[src/rtl/program_ram_arbiter_pkg.sv]
// Shared types for the program RAM arbiter: grant owner / response tag encoding,
// FSM states, the RAM write polarity and a saturating counter helper.
package tau_pram_arb_pkg;

   typedef enum logic [1:0] {
      ARB_NONE  = 2'b00,
      ARB_FETCH = 2'b01,
      ARB_DATA  = 2'b10
   } arb_owner_t;

   typedef enum logic {
      ARB_IDLE = 1'b0,
      ARB_RESP = 1'b1
   } arb_state_t;

   localparam logic RW_WRITE        = 1'b1;
   localparam int   BURST_CNT_WIDTH = 4;

   function automatic logic [15:0] sat_inc16(input logic [15:0] value);
      return (value == 16'hFFFF) ? value : value + 16'd1;
   endfunction

endpackage

[src/rtl/program_ram_arbiter_if.sv]
// Bus bundle between the two PRAM requesters, the arbiter and the single-port RAM.
// The slave modport is the arbiter's view; master is the requester/RAM environment.
interface program_ram_arbiter_if #(
   parameter int ADDRESS_WIDTH = 16,
   parameter int DATA_WIDTH    = 16
);

   logic                     fetch_req;
   logic [ADDRESS_WIDTH-1:0] fetch_addr;
   logic                     fetch_gnt;
   logic                     fetch_rvalid;
   logic [DATA_WIDTH-1:0]    fetch_rdata;

   logic                     data_req;
   logic                     data_rw;
   logic [ADDRESS_WIDTH-1:0] data_addr;
   logic [DATA_WIDTH-1:0]    data_wdata;
   logic                     data_gnt;
   logic                     data_rvalid;
   logic [DATA_WIDTH-1:0]    data_rdata;

   logic                     ram_enable;
   logic                     ram_rw;
   logic [ADDRESS_WIDTH-1:0] ram_address;
   logic [DATA_WIDTH-1:0]    ram_data_in;
   logic [DATA_WIDTH-1:0]    ram_data_out;

   modport slave (
      input  fetch_req, fetch_addr, data_req, data_rw, data_addr, data_wdata, ram_data_out,
      output fetch_gnt, fetch_rvalid, fetch_rdata, data_gnt, data_rvalid, data_rdata,
      output ram_enable, ram_rw, ram_address, ram_data_in
   );

   modport master (
      output fetch_req, fetch_addr, data_req, data_rw, data_addr, data_wdata, ram_data_out,
      input  fetch_gnt, fetch_rvalid, fetch_rdata, data_gnt, data_rvalid, data_rdata,
      input  ram_enable, ram_rw, ram_address, ram_data_in
   );

endinterface

[src/rtl/program_ram_arbiter_grant_select.sv]
// Combinational grant decision: data normally wins, but a fetch that has watched
// MAX_DATA_BURST consecutive data grants takes the RAM.
module arb_grant_select
   import tau_pram_arb_pkg::*;
#(
   parameter int MAX_DATA_BURST = 4
) (
   input  logic                       fetch_req,
   input  logic                       data_req,
   input  logic [BURST_CNT_WIDTH-1:0] burst_cnt,
   output arb_owner_t                 owner
);

   localparam logic [BURST_CNT_WIDTH-1:0] MAX_CNT = BURST_CNT_WIDTH'(MAX_DATA_BURST);

   logic fetch_starved;

   assign fetch_starved = fetch_req && (burst_cnt == MAX_CNT);

   always_comb begin
      owner = ARB_NONE;
      if (data_req && !fetch_starved) begin
         owner = ARB_DATA;
      end else if (fetch_req) begin
         owner = ARB_FETCH;
      end
   end

endmodule

[src/rtl/program_ram_arbiter.sv]
// Arbitrates the single-port program RAM between instruction fetch and load/store.
// Optional PRAM_ARB_STATS_EN adds saturating conflict_count / starve_count outputs.
module program_ram_arbiter
   import tau_pram_arb_pkg::*;
#(
   parameter int ADDRESS_WIDTH  = 16,
   parameter int DATA_WIDTH     = 16,
   parameter int MAX_DATA_BURST = 4
) (
   input  logic                   clock,
   input  logic                   reset_n,
   program_ram_arbiter_if.slave   bus,
   output logic                   busy
`ifdef PRAM_ARB_STATS_EN
   ,
   output logic [15:0]            conflict_count,
   output logic [15:0]            starve_count
`endif
);

   localparam logic [BURST_CNT_WIDTH-1:0] MAX_CNT = BURST_CNT_WIDTH'(MAX_DATA_BURST);

   arb_owner_t                 sel_owner;
   arb_owner_t                 owner;
   arb_owner_t                 tag_q;
   arb_owner_t                 tag_d;
   arb_state_t                 state_q;
   arb_state_t                 state_d;
   logic [BURST_CNT_WIDTH-1:0] burst_cnt;
   logic [ADDRESS_WIDTH-1:0]   addr_mux;
   logic [DATA_WIDTH-1:0]      fetch_hold;
   logic [DATA_WIDTH-1:0]      data_hold;

   arb_grant_select #(
      .MAX_DATA_BURST (MAX_DATA_BURST)
   ) u_grant_select (
      .fetch_req (bus.fetch_req),
      .data_req  (bus.data_req),
      .burst_cnt (burst_cnt),
      .owner     (sel_owner)
   );

   // Grants are suppressed while reset is asserted so nothing reaches the RAM.
   assign owner = reset_n ? sel_owner : ARB_NONE;

   // Drive the RAM from the granted requester and decide whether a read goes in flight.
   always_comb begin
      bus.fetch_gnt   = 1'b0;
      bus.data_gnt    = 1'b0;
      bus.ram_enable  = 1'b0;
      bus.ram_rw      = 1'b0;
      bus.ram_data_in = '0;
      addr_mux        = '0;
      tag_d           = ARB_NONE;
      case (owner)
         ARB_FETCH: begin
            bus.fetch_gnt  = 1'b1;
            bus.ram_enable = 1'b1;
            addr_mux       = bus.fetch_addr;
            tag_d          = ARB_FETCH;
         end
         ARB_DATA: begin
            bus.data_gnt    = 1'b1;
            bus.ram_enable  = 1'b1;
            bus.ram_rw      = bus.data_rw;
            addr_mux        = bus.data_addr;
            bus.ram_data_in = bus.data_wdata;
            if (bus.data_rw != RW_WRITE) begin
               tag_d = ARB_DATA;
            end
         end
         default: ;
      endcase
   end

   assign bus.ram_address = addr_mux;

   // RESP means a read was granted last cycle; each new read grant keeps it there.
   always_comb begin
      state_d = ARB_IDLE;
      case (state_q)
         ARB_IDLE: if (tag_d != ARB_NONE) state_d = ARB_RESP;
         ARB_RESP: if (tag_d != ARB_NONE) state_d = ARB_RESP;
         default:  state_d = ARB_IDLE;
      endcase
   end

   always_ff @(posedge clock or negedge reset_n) begin
      if (!reset_n) begin
         state_q <= ARB_IDLE;
         tag_q   <= ARB_NONE;
      end else begin
         state_q <= state_d;
         tag_q   <= tag_d;
      end
   end

   // The RAM output register already holds the word, so the response is steered, not re-registered.
   assign bus.fetch_rvalid = (tag_q == ARB_FETCH);
   assign bus.data_rvalid  = (tag_q == ARB_DATA);
   assign bus.fetch_rdata  = bus.fetch_rvalid ? bus.ram_data_out : fetch_hold;
   assign bus.data_rdata   = bus.data_rvalid  ? bus.ram_data_out : data_hold;

   always_ff @(posedge clock or negedge reset_n) begin
      if (!reset_n) begin
         fetch_hold <= '0;
         data_hold  <= '0;
      end else begin
         if (tag_q == ARB_FETCH) fetch_hold <= bus.ram_data_out;
         if (tag_q == ARB_DATA)  data_hold  <= bus.ram_data_out;
      end
   end

   // Counts data grants the waiting fetch has sat through; any fetch grant or withdrawal restarts it.
   always_ff @(posedge clock or negedge reset_n) begin
      if (!reset_n) begin
         burst_cnt <= '0;
      end else if (!bus.fetch_req || owner == ARB_FETCH) begin
         burst_cnt <= '0;
      end else if (owner == ARB_DATA && burst_cnt != MAX_CNT) begin
         burst_cnt <= burst_cnt + 1'b1;
      end
   end

   assign busy = reset_n & ((state_q == ARB_RESP) | bus.fetch_req | bus.data_req);

`ifdef PRAM_ARB_STATS_EN
   // A fetch grant while data is also asking can only come from the starvation guard.
   always_ff @(posedge clock or negedge reset_n) begin
      if (!reset_n) begin
         conflict_count <= '0;
         starve_count   <= '0;
      end else begin
         if (bus.fetch_req && bus.data_req) conflict_count <= sat_inc16(conflict_count);
         if (owner == ARB_FETCH && bus.data_req) starve_count <= sat_inc16(starve_count);
      end
   end
`endif

endmodule

[src/flat_wrapper.sv]
// flat-port wrapper written by rule: the top's interface ports become plain ports
module program_ram_arbiter_flat import tau_pram_arb_pkg::*;
#(
   parameter int ADDRESS_WIDTH  = 16,
   parameter int DATA_WIDTH     = 16,
   parameter int MAX_DATA_BURST = 4
)
  (clock, reset_n, busy, bus_fetch_req, bus_fetch_addr, bus_data_req, bus_data_rw, bus_data_addr, bus_data_wdata, bus_ram_data_out, bus_fetch_gnt, bus_fetch_rvalid, bus_fetch_rdata, bus_data_gnt, bus_data_rvalid, bus_data_rdata, bus_ram_enable, bus_ram_rw, bus_ram_address, bus_ram_data_in);
  program_ram_arbiter_if #(.ADDRESS_WIDTH(ADDRESS_WIDTH), .DATA_WIDTH(DATA_WIDTH)) bus_i ();
  input  logic clock;
  input  logic reset_n;
  output logic busy;
  input wire logic [$bits(bus_i.fetch_req)-1:0] bus_fetch_req;
  input wire logic [$bits(bus_i.fetch_addr)-1:0] bus_fetch_addr;
  input wire logic [$bits(bus_i.data_req)-1:0] bus_data_req;
  input wire logic [$bits(bus_i.data_rw)-1:0] bus_data_rw;
  input wire logic [$bits(bus_i.data_addr)-1:0] bus_data_addr;
  input wire logic [$bits(bus_i.data_wdata)-1:0] bus_data_wdata;
  input wire logic [$bits(bus_i.ram_data_out)-1:0] bus_ram_data_out;
  output wire logic [$bits(bus_i.fetch_gnt)-1:0] bus_fetch_gnt;
  output wire logic [$bits(bus_i.fetch_rvalid)-1:0] bus_fetch_rvalid;
  output wire logic [$bits(bus_i.fetch_rdata)-1:0] bus_fetch_rdata;
  output wire logic [$bits(bus_i.data_gnt)-1:0] bus_data_gnt;
  output wire logic [$bits(bus_i.data_rvalid)-1:0] bus_data_rvalid;
  output wire logic [$bits(bus_i.data_rdata)-1:0] bus_data_rdata;
  output wire logic [$bits(bus_i.ram_enable)-1:0] bus_ram_enable;
  output wire logic [$bits(bus_i.ram_rw)-1:0] bus_ram_rw;
  output wire logic [$bits(bus_i.ram_address)-1:0] bus_ram_address;
  output wire logic [$bits(bus_i.ram_data_in)-1:0] bus_ram_data_in;
  assign bus_i.fetch_req = bus_fetch_req;
  assign bus_i.fetch_addr = bus_fetch_addr;
  assign bus_i.data_req = bus_data_req;
  assign bus_i.data_rw = bus_data_rw;
  assign bus_i.data_addr = bus_data_addr;
  assign bus_i.data_wdata = bus_data_wdata;
  assign bus_i.ram_data_out = bus_ram_data_out;
  assign bus_fetch_gnt = bus_i.fetch_gnt;
  assign bus_fetch_rvalid = bus_i.fetch_rvalid;
  assign bus_fetch_rdata = bus_i.fetch_rdata;
  assign bus_data_gnt = bus_i.data_gnt;
  assign bus_data_rvalid = bus_i.data_rvalid;
  assign bus_data_rdata = bus_i.data_rdata;
  assign bus_ram_enable = bus_i.ram_enable;
  assign bus_ram_rw = bus_i.ram_rw;
  assign bus_ram_address = bus_i.ram_address;
  assign bus_ram_data_in = bus_i.ram_data_in;
  program_ram_arbiter #(.ADDRESS_WIDTH(ADDRESS_WIDTH), .DATA_WIDTH(DATA_WIDTH), .MAX_DATA_BURST(MAX_DATA_BURST)) u_core (.clock(clock), .reset_n(reset_n), .bus(bus_i), .busy(busy));
endmodule
[config.mk]
export PLATFORM = sky130hd
export DESIGN_NAME = program_ram_arbiter_flat
export DESIGN_NICKNAME = d
export VERILOG_FILES = /design/src/rtl/program_ram_arbiter_pkg.sv /design/src/rtl/program_ram_arbiter_if.sv /design/src/rtl/program_ram_arbiter_grant_select.sv /design/src/rtl/program_ram_arbiter.sv /design/src/flat_wrapper.sv
export SDC_FILE = /design/constraint.sdc
export NUM_CORES = 1
export LEC_CHECK = 0
export CAP_MARGIN = 20
export CORE_MARGIN = 2
export CORE_UTILIZATION = 35
export DETAILED_ROUTE_END_ITERATION = 6
export PLACE_DENSITY = 0.79
export SLEW_MARGIN = 40
export SYNTH_ARGS = -nofsm -noshare
export SYNTH_HDL_FRONTEND = slang
export SYNTH_SLANG_ARGS = --single-unit
[constraint.sdc]
create_clock -name clock -period 3 [get_ports clock]
set_clock_uncertainty 0.15 [all_clocks]
set_input_delay 0.45 -clock clock [delete_from_list [all_inputs] [get_ports clock]]
set_output_delay 0.45 -clock clock [all_outputs]
set_load 0.02 [all_outputs]
==> metrics.md <==
| Metric | Value |
|---|---|
| Skew-Pair Late Insertion Delay | 0.28 ns |
| DP Wirelength | 4320 um |
| Syn avg cell area | 11.3 sq um |
| Core Area | 5440 sq um |
| Diodes inserted | 0 |
| Slowest stage delay, CP | 0.38 ns |
| Launching point of the worst reg2reg path | u_core.burst_cnt[0] |
| Worst path cell trace | inv_1 > ha_1 > nand2_1 > o21ai_1 > nand3_1 > ha_2 > buf_12 > a22oi_1 > nor2_1 > dlygate4sd2_1 |
| Asr flop ratio synth | 100% |
| Final min period | 2.84 ns |
| Drt pass-1 iters | 4 |
| Layout Utilization | 67.7% |
| Status | completed |
| Net Count, Synth | 246 |
| Area growth from synthesis to layout | 90.3% |
| Post-synthesis xor/xnor area fraction | 0% |
| Vias/cell | between 4 and 5 |
| Die Y | 78.4 um |
| Post-route ant nets | 0 |
| Critical path startpoint category | flop |
| Max Freq | 352 MHz |
| Nets | 396 |
| WP buf/inv | 3 |
| CP Class | flop to output port |
| Largest family of logic cells by synthesized area | multiplexers |
| Top Layer Used | met4 |
| Vias | 1865 |
| Post-Route WL | 5560 um |
| Metal3 WL | 477 um |
| Row cnt | 27 |
| Vias in the first global route | 1915 |
| Total leakage power | 1.87 nW |
| Root buffer cell | clkbuf_8 |
| Gr ovfl total | 0 |
| CTS Buf Count | 5 |
| Reg clk slew, reported paths | 0.07 ns |
| Layout cells sized above 1 | between 10% and 20% |
| Sinks on Clock Net | 39 |
| Initial cell density of the core | a little over a third |
| CP endpoint kind | output port |
| Initial antenna violation count | 0 |
| DR iter-0 viols | 56 |
| DR DRC count | 0 |
| Primary FF master, synth | dfrtp_1 |
| Dpl ws | -0.0996 ns |
| Average wire per standard cell | ~14 um |
| EDFF count, synth | 0 |
| Synth Cell Area | 1940 sq um |
| Final period util | 94.8% |
| Critical-path cell with the highest stage delay | dfrtp_1 |
| Worst-Margin Slew | 0.525 ns |
| CTS H-Tree Depth | 2 |
| Die area | about 6000 sq um |
| CTS tree | done |
| Pins over their slew limit | 0 |
| Pwr Density | 510 nW/um^2 |
| Die extent in x | 78.4 um |
| Ys Warns | 0 |
| CTS max path bufs | 2 |
| # setup viols final | 0 |
| Data arrival time of the critical path | 2.24 ns |
| IO Count | 140 |
| Max-cap violations | 0 |
| Adder-cell share of the synthesized area | 3.88% |
| Hold Path Class | input pin to async pin |
| Setup_tns | 0 ns |
| Placer congestion estimate | 0.783 |
| Yosys reg bits | 39 |
| Synthesized netlist cell count | 171 |
| Peak VDD IR | 0.301 mV |
| Worst-path maximum fanout | 18 |
| WL met1 | ~2100 um |
| WP data required | 2.40 ns |
| Cell family with most CP delay | buffers and inverters |
| Design area | ~3700 sq um |
| First-pass GRT wire length | 8830 um |
| Placed inst area | between 3000 and 4000 sq um |
| Largest net degree at the start of global routing | 45 |
| Total track usage | 18.3% |
| Register area share after synthesis | 50.4% |
| Met2 Routed Length | 2940 um |
| Area share of and/or/nand/nor cells after synthesis | between 10% and 20% |
| Final worst slack | 0.157 ns |
| Hold Fails Final Rpt | 0 |
| Port buffer count | 139 |
| Compound-cell area share of the yosys netlist | 8.60% |
| Crit path from | u_core.burst_cnt[0] |
| Post-synthesis mux area share | 19.1% |
| Synth cell types | 27 |
| Slew margin rel. | approximately 65% |
-- final timing paths --
| check | end | slack [ns] | cells past startpoint |
|---|---|---|---|
| worst min register to register | u_core.data_hold[6] | 0.35 | 1 |
| worst max register to register | u_core.burst_cnt[3] | 0.69 | 10 |
| worst min-delay path | u_core.state_q | 0.15 | 2 |
| min in group clock | u_core.data_hold[6] | 0.35 | 1 |
| worst max-delay path | bus_ram_address[9] | 0.16 | 10 |
| max in group asynchronous | u_core.fetch_hold[11] | 2.20 | 2 |
-- cells by family (layout without fill, tap and decap cells) --
kind of cell | count (synthesis) | count (layout)
and+or+nand+nor | 52 | 52
DFF | 39 | 39
muxes | 33 | 33
AOI/OAI and AO/OA | 23 | 23
buffers and inverters | 18 | 169
adders and majority gates | 6 | 6
-- state kept, by name, summed over array words and instances, names as in the netlist --
register           flops
u_core.fetch_hold     16
u_core.data_hold      16
u_core.tag_q           2
u_core.state_q         1
u_core.burst_cnt       4
-- metal layers --
layer | track usage, % | vias up
met5 | 0 | -
met1 | 20.0 | 877
met4 | 6.32 | 0
met3 | 4.83 | 4
met2 | 34.0 | 98
li1 | - | 886
-- power by group --
part	switching, mW	total [mW]	internal [mW]
registers	0.0272	0.656	0.629
clock network	0.171	0.504	0.332
logic	0.330	0.720	0.391
total	0.528	1.88	1.35
-- cells in the final DEF, fill, tap and decap left out, types with 2 or more instances in the layout --
| cell type | netlist | routed |
|---|---|---|
| clkdlybuf4s50_1 | 0 | 103 |
| dfrtp_1 | 39 | 39 |
| mux2_2 | 31 | 31 |
| nor2_1 | 18 | 18 |
| and2_1 | 18 | 18 |
| dlymetal6s2s_1 | 0 | 18 |
| dlygate4sd2_1 | 0 | 17 |
| a22oi_1 | 16 | 16 |
| buf_4 | 0 | 14 |
| inv_1 | 5 | 5 |
| clkbuf_8 | 0 | 5 |
| nand3_1 | 3 | 3 |
| ha_1 | 6 | 3 |
| nand2_1 | 2 | 2 |
| nor2b_1 | 3 | 2 |
| nor3_1 | 2 | 2 |
| o21ai_0 | 3 | 2 |
| ha_2 | 0 | 2 |
| bufinv_16 | 0 | 2 |
| buf_12 | 0 | 2 |
-- per-stage QoR --
stage	total power, mW	cells	hold WS (ns)
after floorplan	0.998	171	0.00441
after global placement	1.38	386	0.318
after detailed placement	1.40	386	0.335
after CTS	1.90	394	0.163
after global routing	1.97	394	0.194
final	1.88	394	0.151
-- area by class of cell --
class | count | area, sq um
Clock inverter | 2 | 60.1
Sequential cell | 39 | 976
Inverter | 6 | 22.5
Tap cell | 72 | 90.1
Timing Repair Buffer | 155 | 1560
Clock buffer | 6 | 72.6
Fill cell | 418 | 1760
Multi-Input combinational cell | 114 | 907
-- synth_stat cells, types with 2 or more instances --
library cell	n	share of area, %
a22oi_1	16	6.2
and2_1	18	5.8
buf_2	4	1.0
clkbuf_1	8	1.6
dfrtp_1	39	50
ha_1	6	3.9
inv_1	5	0.97
mux2_2	31	18
nand2_1	2	0.39
nand3_1	3	0.78
nor2_1	18	3.5
nor2b_1	3	0.97
nor3_1	2	0.52
o21ai_0	3	0.78
-- what timing repair did --
| action | CTS | global route |
|---|---|---|
| setup buffers | 0 | 0 |
| endpoints found under the setup margin | 34 | 30 |
| hold buffers | 0 | 0 |
| pin swaps | 0 | 1 |
| gates resized for setup | 19 | 21 |
Power figures use the tool's default switching activity.
